==> src/rtl/flash_pkg.sv <==
// rtl/flash_pkg.sv - shared constants and state encoding for the NOR flash reader
package flash_pkg;

    localparam int          FLASH_ADDR_W    = 24;
    localparam int unsigned DEFAULT_TIMEOUT = 255;

    typedef enum logic [2:0] {
        ST_IDLE   = 3'd0,
        ST_SETUP  = 3'd1,
        ST_WAIT   = 3'd2,
        ST_LATCH  = 3'd3,
        ST_NEXT   = 3'd4,
        ST_FINISH = 3'd5
    } state_e;

endpackage

==> src/rtl/flash_watchdog.sv <==
// rtl/flash_watchdog.sv - 8-bit clear/enable counter with terminal-count flag
module flash_watchdog #(
    parameter int unsigned LIMIT = 255
) (
    input  logic clk_i,
    input  logic rst_i,
    input  logic clr_i,
    input  logic en_i,
    output logic tc_o
);

    logic [7:0] count_q;
    logic [7:0] count_d;

    // tc_o flags that the next enabled increment reaches LIMIT
    assign tc_o = (count_q == 8'(LIMIT - 1));

    always_comb begin
        count_d = count_q;
        if (clr_i) begin
            count_d = 8'd0;
        end else if (en_i) begin
            count_d = count_q + 8'd1;
        end
    end

    always_ff @(posedge clk_i) begin
        if (rst_i) begin
            count_q <= 8'd0;
        end else begin
            count_q <= count_d;
        end
    end

endmodule

==> src/rtl/flash_reader.sv <==
// rtl/flash_reader.sv - sequential x8 NOR flash byte-read controller with timer handshake
module flash_reader
    import flash_pkg::*;
#(
    parameter int          ADDR_W  = FLASH_ADDR_W,
    parameter int unsigned TIMEOUT = DEFAULT_TIMEOUT
) (
    input  logic              CLK_50MHZ,
    input  logic              RST,
    input  logic              rd_req,
    input  logic [ADDR_W-1:0] rd_addr,
    input  logic [7:0]        rd_len,
    output logic              busy,
    output logic [7:0]        data_out,
    output logic              data_valid,
    output logic              rd_done,
    output logic              rd_err,
    output logic              timer_start,
    input  logic              timer_done,
    output logic [ADDR_W-1:0] SF_A,
    input  logic [7:0]        SF_D,
    output logic              SF_CE0,
    output logic              SF_OE,
    output logic              SF_WE
);

    state_e            state_q, state_d;
    logic [ADDR_W-1:0] addr_q, addr_d;
    logic [8:0]        remaining_q, remaining_d;

    logic              busy_q, data_valid_q, rd_done_q, rd_err_q, timer_start_q;
    logic              ce_n_q, oe_n_q;
    logic [7:0]        data_out_q;
    logic [ADDR_W-1:0] sf_a_q;

    logic wd_clr, wd_en, wd_tc;
    logic capture, err_set, err_clr;
    logic pins_active;

    flash_watchdog #(.LIMIT(TIMEOUT)) u_watchdog (
        .clk_i (CLK_50MHZ),
        .rst_i (RST),
        .clr_i (wd_clr),
        .en_i  (wd_en),
        .tc_o  (wd_tc)
    );

    always_comb begin
        state_d     = state_q;
        addr_d      = addr_q;
        remaining_d = remaining_q;
        wd_clr      = 1'b0;
        wd_en       = 1'b0;
        capture     = 1'b0;
        err_set     = 1'b0;
        err_clr     = 1'b0;
        case (state_q)
            ST_IDLE: begin
                if (rd_req) begin
                    addr_d      = rd_addr;
                    remaining_d = (rd_len == 8'd0) ? 9'd256 : {1'b0, rd_len};
                    err_clr     = 1'b1;
                    state_d     = ST_SETUP;
                end
            end
            ST_SETUP: begin
                wd_clr  = 1'b1;
                state_d = ST_WAIT;
            end
            ST_WAIT: begin
                // A done pulse coinciding with expiry still wins
                if (timer_done) begin
                    capture = 1'b1;
                    state_d = ST_LATCH;
                end else begin
                    wd_en = 1'b1;
                    if (wd_tc) begin
                        err_set = 1'b1;
                        state_d = ST_FINISH;
                    end
                end
            end
            ST_LATCH: begin
                remaining_d = remaining_q - 9'd1;
                state_d     = ST_NEXT;
            end
            ST_NEXT: begin
                addr_d  = addr_q + ADDR_W'(1);
                state_d = (remaining_q == 9'd0) ? ST_FINISH : ST_SETUP;
            end
            ST_FINISH: state_d = ST_IDLE;
            default:   state_d = ST_IDLE;
        endcase
    end

    assign pins_active = (state_d == ST_SETUP) || (state_d == ST_WAIT) ||
                         (state_d == ST_LATCH) || (state_d == ST_NEXT);

    // Outputs are registered from the next state so each strobe lines up with its state
    always_ff @(posedge CLK_50MHZ) begin
        if (RST) begin
            state_q       <= ST_IDLE;
            addr_q        <= '0;
            remaining_q   <= 9'd0;
            busy_q        <= 1'b0;
            data_out_q    <= 8'd0;
            data_valid_q  <= 1'b0;
            rd_done_q     <= 1'b0;
            rd_err_q      <= 1'b0;
            timer_start_q <= 1'b0;
            sf_a_q        <= '0;
            ce_n_q        <= 1'b1;
            oe_n_q        <= 1'b1;
        end else begin
            state_q       <= state_d;
            addr_q        <= addr_d;
            remaining_q   <= remaining_d;
            busy_q        <= (state_d != ST_IDLE);
            data_valid_q  <= (state_d == ST_LATCH);
            rd_done_q     <= (state_d == ST_FINISH);
            timer_start_q <= (state_d == ST_SETUP);
            ce_n_q        <= !pins_active;
            oe_n_q        <= !pins_active;
            if (state_d == ST_SETUP) begin
                sf_a_q <= addr_d;
            end
            if (capture) begin
                data_out_q <= SF_D;
            end
            if (err_clr) begin
                rd_err_q <= 1'b0;
            end else if (err_set) begin
                rd_err_q <= 1'b1;
            end
        end
    end

    assign busy        = busy_q;
    assign data_out    = data_out_q;
    assign data_valid  = data_valid_q;
    assign rd_done     = rd_done_q;
    assign rd_err      = rd_err_q;
    assign timer_start = timer_start_q;
    assign SF_A        = sf_a_q;
    assign SF_CE0      = ce_n_q;
    assign SF_OE       = oe_n_q;
    assign SF_WE       = 1'b1;

endmodule

==> config.mk <==
export PLATFORM = sky130hd
export DESIGN_NAME = flash_reader
export DESIGN_NICKNAME = d
export VERILOG_FILES = /design/src/rtl/flash_pkg.sv /design/src/rtl/flash_watchdog.sv /design/src/rtl/flash_reader.sv
export SDC_FILE = /design/constraint.sdc
export NUM_CORES = 1
export LEC_CHECK = 0
export ABC_AREA = 1
export BUFFER_PORTS_ARGS = -buffer_cell sky130_fd_sc_hd__clkbuf_2
export CAP_MARGIN = 20
export CORE_MARGIN = 2
export CORE_UTILIZATION = 44
export DETAILED_ROUTE_END_ITERATION = 10
export PLACE_DENSITY_LB_ADDON = 0.25
export SLEW_MARGIN = 20
export SYNTH_ARGS = -nofsm -noshare
export SYNTH_HDL_FRONTEND = slang
export SYNTH_HIERARCHICAL = 1
export SYNTH_SLANG_ARGS = --single-unit
==> constraint.sdc <==
create_clock -name CLK_50MHZ -period 5 [get_ports CLK_50MHZ]
set_input_delay 0.25 -clock CLK_50MHZ [delete_from_list [all_inputs] [get_ports CLK_50MHZ]]
set_output_delay 0.25 -clock CLK_50MHZ [all_outputs]
set_load 0.005 [all_outputs]
==> results of run 1 <==
flip-flops by register name, summed over array words and instances, names as in the netlist:
name / count
data_out: 8
SF_A: 24
busy: 1
addr_q: 24
SF_OE: 1
remaining_q: 9
rd_err: 1
rd_done: 1
data_valid: 1
timer_start: 1
u_watchdog/count_q: 8
state_q: 3
stage by stage:
stage | instance area (µm²) | power (µW) | hold WS, ns | cells
global placement | 4720 | 1140 | 0.451 | 849
detailed placement | 4720 | 1150 | 0.466 | 849
finish | 4920 | 1640 | 0.0969 | 865
floorplan | 4260 | 1030 | 0.385 | 660
CTS | 4920 | 1650 | 0.0863 | 865
global route | 4920 | 1730 | 0.0994 | 865
power groups by stage:
stage | sequential, µW | combinational, µW | clock (µW)
6_report | 777 | 357 | 507
5_1_grt | 786 | 412 | 534
4_1_cts | 776 | 358 | 511
3_5_place_dp | 791 | 356 | 0
3_3_place_gp | 789 | 349 | 0
2_1_floorplan | 785 | 246 | 0
worst max-delay path, cell delays in order, from the launching register on:
cell and delay, ns:
sky130_fd_sc_hd__dfxtp_1 0.37, sky130_fd_sc_hd__inv_2 0.12, sky130_fd_sc_hd__nand2_2 0.19, sky130_fd_sc_hd__nor2_4 0.51
sky130_fd_sc_hd__inv_2 0.14, sky130_fd_sc_hd__nand3_2 0.11, sky130_fd_sc_hd__nand2_2 0.08, sky130_fd_sc_hd__inv_1 0.06
sky130_fd_sc_hd__nand2_1 0.42, sky130_fd_sc_hd__nor3_1 0.46, sky130_fd_sc_hd__nor2_1 0.07
routing by layer:
metal	part of all wire	track usage	routed length [µm]	up-vias
met5	0	0	0	-
li1	-	-	-	2276
met3	0.071	0.0534	789	19
met4	0.015	0.0749	168	0
met1	0.48	0.295	5340	1922
met2	0.44	0.347	4870	169
cell usage in the layout, fill, tap and decap left out:
cell                         instances
sky130_fd_sc_hd__inv_2               3
sky130_fd_sc_hd__and2_1              1
sky130_fd_sc_hd__bufinv_16           1
sky130_fd_sc_hd__clkbuf_2           82
sky130_fd_sc_hd__xor2_1              1
sky130_fd_sc_hd__nand3_2             2
sky130_fd_sc_hd__clkinv_1            1
sky130_fd_sc_hd__clkinv_2            1
sky130_fd_sc_hd__clkinv_4            1
sky130_fd_sc_hd__clkbuf_8            9
sky130_fd_sc_hd__inv_6               2
sky130_fd_sc_hd__dfxtp_1            82
sky130_fd_sc_hd__nor2_4              4
sky130_fd_sc_hd__o21ai_0            44
sky130_fd_sc_hd__a22oi_1             5
sky130_fd_sc_hd__a21oi_1            51
sky130_fd_sc_hd__o211ai_1            5
sky130_fd_sc_hd__a22o_1              1
sky130_fd_sc_hd__clkinvlp_4          2
sky130_fd_sc_hd__or2_2               2
sky130_fd_sc_hd__nor2_1            124
sky130_fd_sc_hd__o21bai_1            5
sky130_fd_sc_hd__nor2_2              3
sky130_fd_sc_hd__a211oi_1            1
sky130_fd_sc_hd__nand2_2             4
sky130_fd_sc_hd__nand2_1           149
sky130_fd_sc_hd__o21ai_1             6
sky130_fd_sc_hd__nand3b_1            1
sky130_fd_sc_hd__nand3_1            49
sky130_fd_sc_hd__ha_1                5
sky130_fd_sc_hd__o221ai_1            1
sky130_fd_sc_hd__conb_1              1
sky130_fd_sc_hd__nor3_1             10
sky130_fd_sc_hd__nand4_1             5
sky130_fd_sc_hd__inv_1              65
sky130_fd_sc_hd__o22ai_1             1
sky130_fd_sc_hd__a31oi_1             5
sky130_fd_sc_hd__a21o_1              1
logic make-up after synthesis:
family,after synthesis
simple gates,354
compound gates,126
buf+inv,91
flops,82
fa+ha+maj,5
xor+xnor,1
other cells,1
area by class of cell:
class                      count  area share
clock buffer                   9      0.0252
clock inverter                 7      0.0155
inverter                      69      0.0526
multi-input combinational    487       0.457
sequential                    82       0.334
tap                          129      0.0328
timing repair buffer          82      0.0834
worst paths after layout:
path	startpoint	end	slack [ns]
min	SF_D[6]	data_out[6]$_SDFFE_PP0P_	0.1
min reg2reg	u_watchdog/count_q[3]$_SDFFE_PP0P_	u_watchdog/count_q[3]$_SDFFE_PP0P_	0.49
max	state_q[0]$_SDFF_PP0_	SF_A[1]$_SDFFE_PP0P_	2.35
max reg2reg	state_q[0]$_SDFF_PP0_	SF_A[1]$_SDFFE_PP0P_	2.35
==> metrics.md, run 1 <==
| Metric | Value |
|---|---|
| Layout Area Growth over Synthesis | 15.4% |
| Antenna violations before repair | 0 |
| Vertical die dimension | 102 µm |
| Antenna diode count | 0 |
| Compound-Gate Fraction of Synth Area | 0.161 |
| Largest net degree at the start of global routing | 40 |
| Floorplan core area | 0.00933 mm² |
| Input/output buffers | 82 |
| Maximum clock skew at final layout | 0.00913 ns |
| Total count of hold-check failures in the final report | 0 |
| Clk network pwr share | 0.309 |
| Largest family of logic cells by synthesized area | simple AND/OR/NAND/NOR gates |
| Top flip-flop cell by instance count after synthesis | sky130_fd_sc_hd__dfxtp_1 |
| Post-synthesis instance total | 660 |
| Via count of the routed design | 4386 |
| Hold Path Cell Cnt | 3 |
| Area taken by flip-flops and latches | 0.00164 mm² |
| Total standard cell area after synthesis | 0.00426 mm² |
| Min setup slack post-route | 2.35 ns |
| Gates resized, CTS repair | 0 |
| Area taken by multi-input logic gates | 0.00225 mm² |
| Leak | 0.00227 µW |
| Synth warnings | 6 |
| Sequential share of the synthesized area | 0.385 |
| Final HPWL from detailed placement | 8.04 mm |
| Utilization after layout | 0.528 |
| Clock insertion delay at the later pin of the skew report | 0.37 ns |
| RSZ-0062 raised after global routing | no |
| Critical path required time | 5.25 ns |
| Post-synth top area cell | sky130_fd_sc_hd__dfxtp_1 |
| Count of buffers added by post-CTS timing repair for setup | 0 |
| Number of cells on the worst reg-to-reg path | 10 |
| Post-synth ARST share | 0 |
| Number of distinct library cells after synthesis | 37 |
| CTS HTree Levels | 3 |
| Cell with the most instances after synthesis | sky130_fd_sc_hd__nand2_1 |
| Synth Area in XOR/XNOR | 0.00205 |
| Worst hold-check path type | input port to register |
| CTS root buf | sky130_fd_sc_hd__clkbuf_8 |
| DRC viols | 0 |
| Period Utilization, post-route | 0.530 |
| Number of global-route vias before repair | 3962 |
| Longest Clk Path Bufs | 2 |
| Routed length per placed instance | 12.9 µm |
| Worst max-slew margin expressed relative to the limit | 0.393 |
| Total setup violations reported at the end of the flow | 0 |
| Sink Count | 82 |
| Simple-Gate Fraction of Synth Area | 0.347 |
| Sequential share of power | 0.473 |
| CTS tree | yes |
| Total net switching power | 548 µW |
| Post-Place Setup Slack | 2.20 ns |
| Post-synthesis net count | 709 |
| Violation count after the first detailed-route iteration | 287 |
| Wire length of the first global-routing pass | 18.2 mm |
| Area share of the largest cell type after synthesis | 0.385 |
| Final layout net count | 780 |
| Share of synthesized cell area in full adder, half adder and majority cells | 0.0147 |
| Nature of the critical path startpoint | register |
| Total wire length after detailed routing | 11.2 mm |
| Run status | complete, no violations |
| Maximum vdd ir drop | 0.000179 V |
| Mapped Avg Cell Area | 6.46 µm² |
| Sw Share | 0.334 |
| Count of flip-flops with a built-in enable after synthesis | 0 |
| Min Clock Period, post-route | 2.65 ns |
| Clock transition at the registers of the reported paths | 0.09 ns |
| Number of maximum-capacitance constraint violations | 0 |
| Number of buffers inserted during clock tree synthesis | 9 |
| Internal Power | 1090 µW |
| Flops & latches, synth | 82 |
| Multiplexer area fraction after synthesis | 0 |
| Layout filler cell count | 937 |
| Overall die width | 102 µm |
| Element type at the critical path end | register |
| Top cells by count, synth | 149 x sky130_fd_sc_hd__nand2_1, 124 x sky130_fd_sc_hd__nor2_1, 82 x sky130_fd_sc_hd__dfxtp_1 |
| Total negative slack for setup checks | 0 ns |
| Highest clock rate | 378 MHz |
| Cell row count | 35 |
| TritonRoute pass-1 iters | 7 |
| Fraction of final layout cells sized beyond drive strength 1 | 0.158 |
| Total power per unit cell area | 333 mW/mm² |
| Final antenna-violating net count | 0 |
| Number of hold-repair buffers added at the cts stage | 0 |
| Last weighted congestion value of the routability-driven placer | 0.912 |
| GRT Total Usage | 0.220 |
| Top fanout value on the critical path | 24 |
| Final global-route overflow total | 0 |
| Combinational cell fraction of total power | 0.218 |
| Synth area leaders | sky130_fd_sc_hd__dfxtp_1 38%, sky130_fd_sc_hd__nand2_1 13%, sky130_fd_sc_hd__nor2_1 11% |
| Starting utilization of the core area | 0.457 |
| Arrival time of data at the critical path endpoint | 2.90 ns |
| Boundary pin count | 84 |
| Worst setup path category | register to register |
| Routed via count divided by cell count | 5.07 |
| Number of max-slew violations in the final report | 0 |
| DIE AREA | 0.0105 mm² |
| Transition time at the pin with the least slew margin | 0.911 ns |
(Power assumes the default switching activity.)
==> run 2, diff against run 1 <==
==> constraint.sdc (replaced) <==
create_clock -name CLK_50MHZ -period 2.58 [get_ports CLK_50MHZ]
set_input_delay 0.129 -clock CLK_50MHZ [delete_from_list [all_inputs] [get_ports CLK_50MHZ]]
set_output_delay 0.129 -clock CLK_50MHZ [all_outputs]
set_load 0.005 [all_outputs]
==> run 2 against run 1 <==
First-iteration DRC count decreased by 0.35%. Maximum frequency up 19%. Routed wire length increased by 5.8%. Register-to-register slack got worse by 2.0 ns. Core utilization increased by 1.6 points. Highest routed layer unchanged. Sequential share of layout area down 0.97 points. Critical path depth increased by 2. Power grew 100%. Critical endpoint is now SF_A[21]$_SDFFE_PP0P_.
==> metrics.md, run 2 (synthesized netlist as in run 1, its figures left out) <==
| Metric | Value |
|---|---|
| Nature of the critical path startpoint | register (unchanged) |
| Largest net degree at the start of global routing | 36 (was 40) |
| Leak | 0.00235 µW (was 0.00227 µW) |
| GRT met1 Usage | 0.311 (was 0.295) |
| Clock transition at the registers of the reported paths | 0.09 ns (about the same) |
| Leading cell type in the layout, fill and taps excluded | sky130_fd_sc_hd__nand2_1 (unchanged) |
| Clock insertion delay at the later pin of the skew report | 0.37 ns (about the same) |
| Top fanout value on the critical path | 29 (was 24) |
| Gates resized, CTS repair | 0 (unchanged) |
| Cell row count | 35 (unchanged) |
| DRC viols | 0 (unchanged) |
| Element type at the critical path end | register (unchanged) |
| CTS tree | yes (unchanged) |
| Final global-route overflow total | 0 (unchanged) |
| Sw Share | 0.319 (was 0.334) |
| Min Clock Period, post-route | 2.22 ns (was 2.65 ns) |
| Period Utilization, post-route | 0.861 (was 0.530) |
| Number of global-route vias before repair | 4167 (was 3962) |
| Count of buffers added by post-CTS timing repair for setup | 0 (unchanged) |
| Transition time at the pin with the least slew margin | 0.609 ns (was 0.911 ns) |
| DIE AREA | 0.0105 mm² (unchanged) |
| Vertical die dimension | 102 µm (unchanged) |
| RSZ-0062 raised after global routing | no (unchanged) |
| Antenna diode count | 0 (unchanged) |
| Clk network pwr share | 0.328 (was 0.309) |
| Boundary pin count | 84 (unchanged) |
| CTS HTree Levels | 3 (unchanged) |
| Highest clock rate | 450 MHz (was 378 MHz) |
| Sink Count | 82 (unchanged) |
| Non-filler instance count after layout | 879 (was 865) |
| Routed length per placed instance | 13.4 µm (was 12.9 µm) |
| Combinational cell fraction of total power | 0.218 (about the same) |
| Layout Area Growth over Synthesis | 18.9% (was 15.4%) |
| Worst max-slew margin expressed relative to the limit | 0.594 (was 0.393) |
| TritonRoute pass-1 iters | 5 (was 7) |
| CTS root buf | sky130_fd_sc_hd__clkbuf_8 (unchanged) |
| Total negative slack for setup checks | 0 ns (unchanged) |
| Total net switching power | 1060 µW (was 548 µW) |
| Final HPWL from detailed placement | 8.35 mm (was 8.04 mm) |
| Antenna violations before repair | 0 (unchanged) |
| Number of maximum-capacitance constraint violations | 0 (unchanged) |
| Fraction of final layout cells sized beyond drive strength 1 | 0.161 (was 0.158) |
| Overall die width | 102 µm (unchanged) |
| GRT Total Usage | 0.236 (was 0.220) |
| Longest Clk Path Bufs | 2 (unchanged) |
| Maximum vdd ir drop | 0.000289 V (was 0.000179 V) |
| Arrival time of data at the critical path endpoint | 2.49 ns (was 2.90 ns) |
| Worst hold-check path type | input port to register (unchanged) |
| GR met2 Demand/Resource | 0.391 (was 0.347) |
| Total power per unit cell area | 654 mW/mm² (was 333 mW/mm²) |
| Total count of hold-check failures in the final report | 0 (unchanged) |
| Critical path required time | 2.85 ns (was 5.25 ns) |
| Post-Place Setup Slack | 0.403 ns (was 2.20 ns) |
| Post-Place Cells | 855 (was 849) |
| Total setup violations reported at the end of the flow | 0 (unchanged) |
| Min setup slack post-route | 0.358 ns (was 2.35 ns) |
| Most crowded layer after global routing | met2 (unchanged) |
| Number of buffers inserted during clock tree synthesis | 9 (unchanged) |
| Most used cells in the layout excluding fill and tap cells | 149 x sky130_fd_sc_hd__nand2_1, 124 x sky130_fd_sc_hd__nor2_1, 82 x sky130_fd_sc_hd__dfxtp_1, 82 x sky130_fd_sc_hd__clkbuf_2, 65 x sky130_fd_sc_hd__inv_1 (unchanged) |
| Run status | complete, no violations (unchanged) |
| GR met3 Demand/Resource | 0.0424 (was 0.0534) |
| Worst setup path category | register to register (unchanged) |
| Final layout net count | 794 (was 780) |
| Starting utilization of the core area | 0.457 (unchanged) |
| Internal Power | 2260 µW (was 1090 µW) |
| Last weighted congestion value of the routability-driven placer | 0.954 (was 0.912) |
| Wire length of the first global-routing pass | 19.4 mm (was 18.2 mm) |
| Hold WS | 0.0253 ns (was 0.0969 ns) |
| Input/output buffers | 82 (unchanged) |
| Total wire length after detailed routing | 11.8 mm (was 11.2 mm) |
| Number of max-slew violations in the final report | 0 (unchanged) |
| Via count of the routed design | 4463 (was 4386) |
| Violation count after the first detailed-route iteration | 286 (was 287) |
| Maximum clock skew at final layout | 0.0120 ns (was 0.00913 ns) |
| Floorplan core area | 0.00933 mm² (unchanged) |
| Final antenna-violating net count | 0 (unchanged) |
| Sequential share of power | 0.454 (was 0.473) |
| Routed via count divided by cell count | 5.08 (was 5.07) |
## run 2: routing by layer
metal	wire length [µm]	vias to the layer above	share of wire
li1	-	2309	-
met1	5700	2008	0.48
met2	5320	133	0.45
met3	631	13	0.053
met4	152	0	0.013
met5	0	-	0
## run 2: worst paths after layout
kind	from	to	slack [ns]	depth (start not counted)
worst max register to register	u_watchdog/count_q[0]$_SDFFE_PP0P_	SF_A[21]$_SDFFE_PP0P_	0.36	12
worst min register to register	u_watchdog/count_q[3]$_SDFFE_PP0P_	u_watchdog/count_q[3]$_SDFFE_PP0P_	0.48	1
worst min-delay path	SF_D[2]	data_out[2]$_SDFFE_PP0P_	0.03	3
worst max-delay path	u_watchdog/count_q[0]$_SDFFE_PP0P_	SF_A[21]$_SDFFE_PP0P_	0.36	12
## run 2: worst max-delay path, cell delays in order, from the launching register on
cell and delay, ns:
sky130_fd_sc_hd__dfxtp_1 0.36, sky130_fd_sc_hd__inv_1 0.07, sky130_fd_sc_hd__ha_1 0.15, sky130_fd_sc_hd__nand4_1 0.09, sky130_fd_sc_hd__nor3_1 0.34, sky130_fd_sc_hd__nand2_1 0.09, sky130_fd_sc_hd__a21oi_1 0.24, sky130_fd_sc_hd__nand2_2 0.09
sky130_fd_sc_hd__nor2_2 0.11, sky130_fd_sc_hd__buf_4 0.31, sky130_fd_sc_hd__nand3_1 0.13, sky130_fd_sc_hd__nand2_1 0.09, sky130_fd_sc_hd__inv_1 0.04
## run 2: area by class of cell
cell class                 count  area (µm²)
tap                          129         161
fill                         960        4260
multi-input combinational    487        2240
timing repair buffer          96         536
inverter                      69         259
clock buffer                  11         141
sequential                    82        1640
clock inverter                 5        86.3
## run 2: power groups by stage
stage	Combinational, µW	Sequential, µW	Clock (µW)
6_report	723	1510	1090
5_1_grt	825	1530	1150
4_1_cts	721	1510	1090
3_5_place_dp	709	1530	0
3_3_place_gp	689	1530	0
2_1_floorplan	477	1520	0
## run 2: metrics by stage
step	total power, µW	utilization	cell area [µm²]
finish	3320	0.544	5070
global route	3500	0.544	5070
global placement	2220	0.511	4760
detailed placement	2240	0.511	4760
floorplan	2000	-	4260
CTS	3320	0.544	5070
## run 2: repair_timing
action / CTS / global route
setup endpoints to repair: 0 / 0
hold endpoints to repair: 8 / 0
hold buffers: 8 / 0
==> run 3, diff against run 2 <==
--- a/config.mk
+++ b/config.mk
@@ -11,6 +11,7 @@
 export CORE_MARGIN = 2
 export CORE_UTILIZATION = 44
 export DETAILED_ROUTE_END_ITERATION = 10
+export GPL_TIMING_DRIVEN = 0
 export PLACE_DENSITY_LB_ADDON = 0.25
 export SLEW_MARGIN = 20
 export SYNTH_ARGS = -nofsm -noshare
==> run 3 against run 2 <==
Hold slack got worse by 0.0093 ns. Register-to-register slack got worse by 0.11 ns. Critical endpoint is now SF_A[1]$_SDFFE_PP0P_. Global-route usage rose by 0.73 points. Routed wire length rose by 2.2%. Cell count rose by 1.6%. Highest routed layer unchanged. Sequential cell count did not move. Core utilization barely moved. Setup slack got worse by 0.11 ns. Power fell by 5.9%. Largest cell class unchanged. Clock skew rose by 0.0013 ns. First-iteration DRC count rose by 15%. Clock power fell by 21%.
==> metrics.md, run 3 (synthesized netlist as in run 1, its figures left out) <==
| Metric | Value |
|---|---|
| Total negative slack for setup checks | 0 ns (unchanged) |
| Run status | complete, no violations (unchanged) |
| Wire length of the first global-routing pass | 20.0 mm (was 19.4 mm) |
| Clock transition at the registers of the reported paths | 0.08 ns (was 0.09 ns) |
| Longest Clk Path Bufs | 2 (unchanged) |
| Sink Count | 82 (unchanged) |
| Antenna diode count | 0 (unchanged) |
| Maximum clock skew at final layout | 0.0133 ns (was 0.0120 ns) |
| Area taken by multi-input logic gates | 0.00224 mm² (unchanged) |
| Cell row count | 35 (unchanged) |
| DRC viols | 0 (unchanged) |
| Non-filler instance count after layout | 893 (was 879) |
| Transition time at the pin with the least slew margin | 0.747 ns (was 0.609 ns) |
| Total count of hold-check failures in the final report | 0 (unchanged) |
| Largest net degree at the start of global routing | 14 (was 36) |
| Leading cell type in the layout, fill and taps excluded | sky130_fd_sc_hd__nand2_1 (unchanged) |
| Total setup violations reported at the end of the flow | 0 (unchanged) |
| Most used cells in the layout excluding fill and tap cells | 149 x sky130_fd_sc_hd__nand2_1, 124 x sky130_fd_sc_hd__nor2_1, 82 x sky130_fd_sc_hd__dfxtp_1, 81 x sky130_fd_sc_hd__clkbuf_2, 65 x sky130_fd_sc_hd__inv_1 (was 149 x sky130_fd_sc_hd__nand2_1, 124 x sky130_fd_sc_hd__nor2_1, 82 x sky130_fd_sc_hd__dfxtp_1, 82 x sky130_fd_sc_hd__clkbuf_2, 65 x sky130_fd_sc_hd__inv_1) |
| Antenna violations before repair | 0 (unchanged) |
| TritonRoute pass-1 iters | 5 (unchanged) |
| Number of max-slew violations in the final report | 0 (unchanged) |
| Total power per unit cell area | 615 mW/mm² (was 654 mW/mm²) |
| Final global-route overflow total | 0 (unchanged) |
| Via count of the routed design | 4587 (was 4463) |
| Count of buffers added by post-CTS timing repair for setup | 0 (unchanged) |
| Vertical die dimension | 102 µm (unchanged) |
| Post-Place Cells | 870 (was 855) |
| Element type at the critical path end | register (unchanged) |
| Floorplan core area | 0.00933 mm² (unchanged) |
| Final HPWL from detailed placement | 8.97 mm (was 8.35 mm) |
| Layout filler cell count | 965 (was 960) |
| Violation count after the first detailed-route iteration | 328 (was 286) |
| Worst max-slew margin expressed relative to the limit | 0.502 (was 0.594) |
| Number of maximum-capacitance constraint violations | 0 (unchanged) |
| Layout Area Growth over Synthesis | 19.0% (was 18.9%) |
| Final antenna-violating net count | 0 (unchanged) |
| Clock insertion delay at the later pin of the skew report | 0.36 ns (was 0.37 ns) |
| Final layout net count | 808 (was 794) |
| Area taken by flip-flops and latches | 0.00164 mm² (unchanged) |
| Utilization after layout | 0.544 (about the same) |
| Worst setup path category | register to register (unchanged) |
| GRT Total Usage | 0.243 (was 0.236) |
| Highest clock rate | 429 MHz (was 450 MHz) |
| Last weighted congestion value of the routability-driven placer | 0.900 (was 0.954) |
| Period Utilization, post-route | 0.904 (was 0.861) |
| Input/output buffers | 81 (was 82) |
| Leak | 0.00233 µW (was 0.00235 µW) |
| Overall die width | 102 µm (unchanged) |
| Maximum vdd ir drop | 0.000337 V (was 0.000289 V) |
| Boundary pin count | 84 (unchanged) |
| Starting utilization of the core area | 0.457 (unchanged) |
| Arrival time of data at the critical path endpoint | 2.57 ns (was 2.49 ns) |
| Top fanout value on the critical path | 10 (was 29) |
| Number of hold-repair buffers added at the cts stage | 7 (was 8) |
| Min Clock Period, post-route | 2.33 ns (was 2.22 ns) |
| Number of buffers inserted during clock tree synthesis | 9 (unchanged) |
| RSZ-0062 raised after global routing | no (unchanged) |
| CTS tree | yes (unchanged) |
| Total wire length after detailed routing | 12.1 mm (was 11.8 mm) |
| DIE AREA | 0.0105 mm² (unchanged) |
| Fraction of final layout cells sized beyond drive strength 1 | 0.161 (about the same) |
| Routed via count divided by cell count | 5.14 (was 5.08) |
| Gates resized, CTS repair | 0 (unchanged) |
| Number of global-route vias before repair | 4253 (was 4167) |
| Routed length per placed instance | 13.5 µm (was 13.4 µm) |
| Nature of the critical path startpoint | register (unchanged) |
| CTS HTree Levels | 3 (unchanged) |
| Worst hold-check path type | input port to register (unchanged) |
| Critical path required time | 2.82 ns (was 2.85 ns) |
| CTS root buf | sky130_fd_sc_hd__clkbuf_8 (unchanged) |
[run 3: cell count changes in the layout (fill, tap and decap cells not counted)]
| cell | delta |
|---|---|
| sky130_fd_sc_hd__clkbuf_2 | -1 |
| sky130_fd_sc_hd__clkinv_4 | -2 |
| sky130_fd_sc_hd__clkinvlp_4 | +3 |
| sky130_fd_sc_hd__clkbuf_1 | +11 |
| sky130_fd_sc_hd__clkinv_2 | +1 |
| sky130_fd_sc_hd__dlygate4sd3_1 | -1 |
| sky130_fd_sc_hd__buf_1 | +2 |
| sky130_fd_sc_hd__buf_6 | +1 |
| sky130_fd_sc_hd__bufinv_16 | -2 |
| sky130_fd_sc_hd__inv_6 | -1 |
| sky130_fd_sc_hd__buf_2 | +5 |
| sky130_fd_sc_hd__buf_4 | -3 |
| sky130_fd_sc_hd__buf_8 | +1 |
[run 3: metrics by stage]
step	instance area [µm²]	hold WS [ns]	total power (µW)	setup WS, ns
3_3_place_gp	4830	0.352	2260	0.395
5_1_grt	5070	0.0183	3310	0.0162
6_report	5070	0.0161	3120	0.248
2_1_floorplan	4260	0.264	2000	0.709
3_5_place_dp	4830	0.362	2280	0.342
4_1_cts	5070	0.0140	3140	0.318
[run 3: worst paths after layout]
path,start,cells past startpoint,slack (ns),endpoint
worst max-delay path,u_watchdog/count_q[0]$_SDFFE_PP0P_,12,0.25,SF_A[1]$_SDFFE_PP0P_
worst min register to register,u_watchdog/count_q[3]$_SDFFE_PP0P_,1,0.48,u_watchdog/count_q[3]$_SDFFE_PP0P_
worst max register to register,u_watchdog/count_q[0]$_SDFFE_PP0P_,12,0.25,SF_A[1]$_SDFFE_PP0P_
worst min-delay path,SF_D[1],3,0.02,data_out[1]$_SDFFE_PP0P_
[run 3: where the power goes]
group / internal (µW) / switching, µW / leakage (µW)
logic: 298 / 463 / 0.00158
registers: 1400 / 100 / 0.000672
clock network: 375 / 481 / 0.0000786
total: 2080 / 1040 / 0.00233
[run 3: area by class of cell]
cell class	count	area share
buffer	22	0.0234
clock buffer	12	0.0286
clock inverter	4	0.00543
inverter	69	0.0510
multi-input combinational	487	0.442
sequential	82	0.324
tap	129	0.0318
timing repair buffer	88	0.0937
[run 3: worst max-delay path, stage by stage (launching register included)]
cell	delay (ns)
sky130_fd_sc_hd__dfxtp_1	0.36
sky130_fd_sc_hd__inv_1	0.08
sky130_fd_sc_hd__ha_1	0.15
sky130_fd_sc_hd__nand4_1	0.09
sky130_fd_sc_hd__nor3_1	0.37
sky130_fd_sc_hd__nand2_1	0.11
sky130_fd_sc_hd__a21oi_1	0.23
sky130_fd_sc_hd__nand2_2	0.09
sky130_fd_sc_hd__inv_1	0.05
sky130_fd_sc_hd__nand2_1	0.06
sky130_fd_sc_hd__buf_2	0.20
sky130_fd_sc_hd__nor3_1	0.35
sky130_fd_sc_hd__nor2_1	0.08
[run 3: metal layers]
metal / up-vias / GRT usage / share of wire / routed length, µm
li1: 2333 / - / - / -
met3: 26 / 0.0465 / 0.066 / 793
met4: 0 / 0.104 / 0.025 / 302
met1: 2063 / 0.323 / 0.46 / 5550
met2: 165 / 0.385 / 0.45 / 5430
met5: - / 0 / 0 / 0
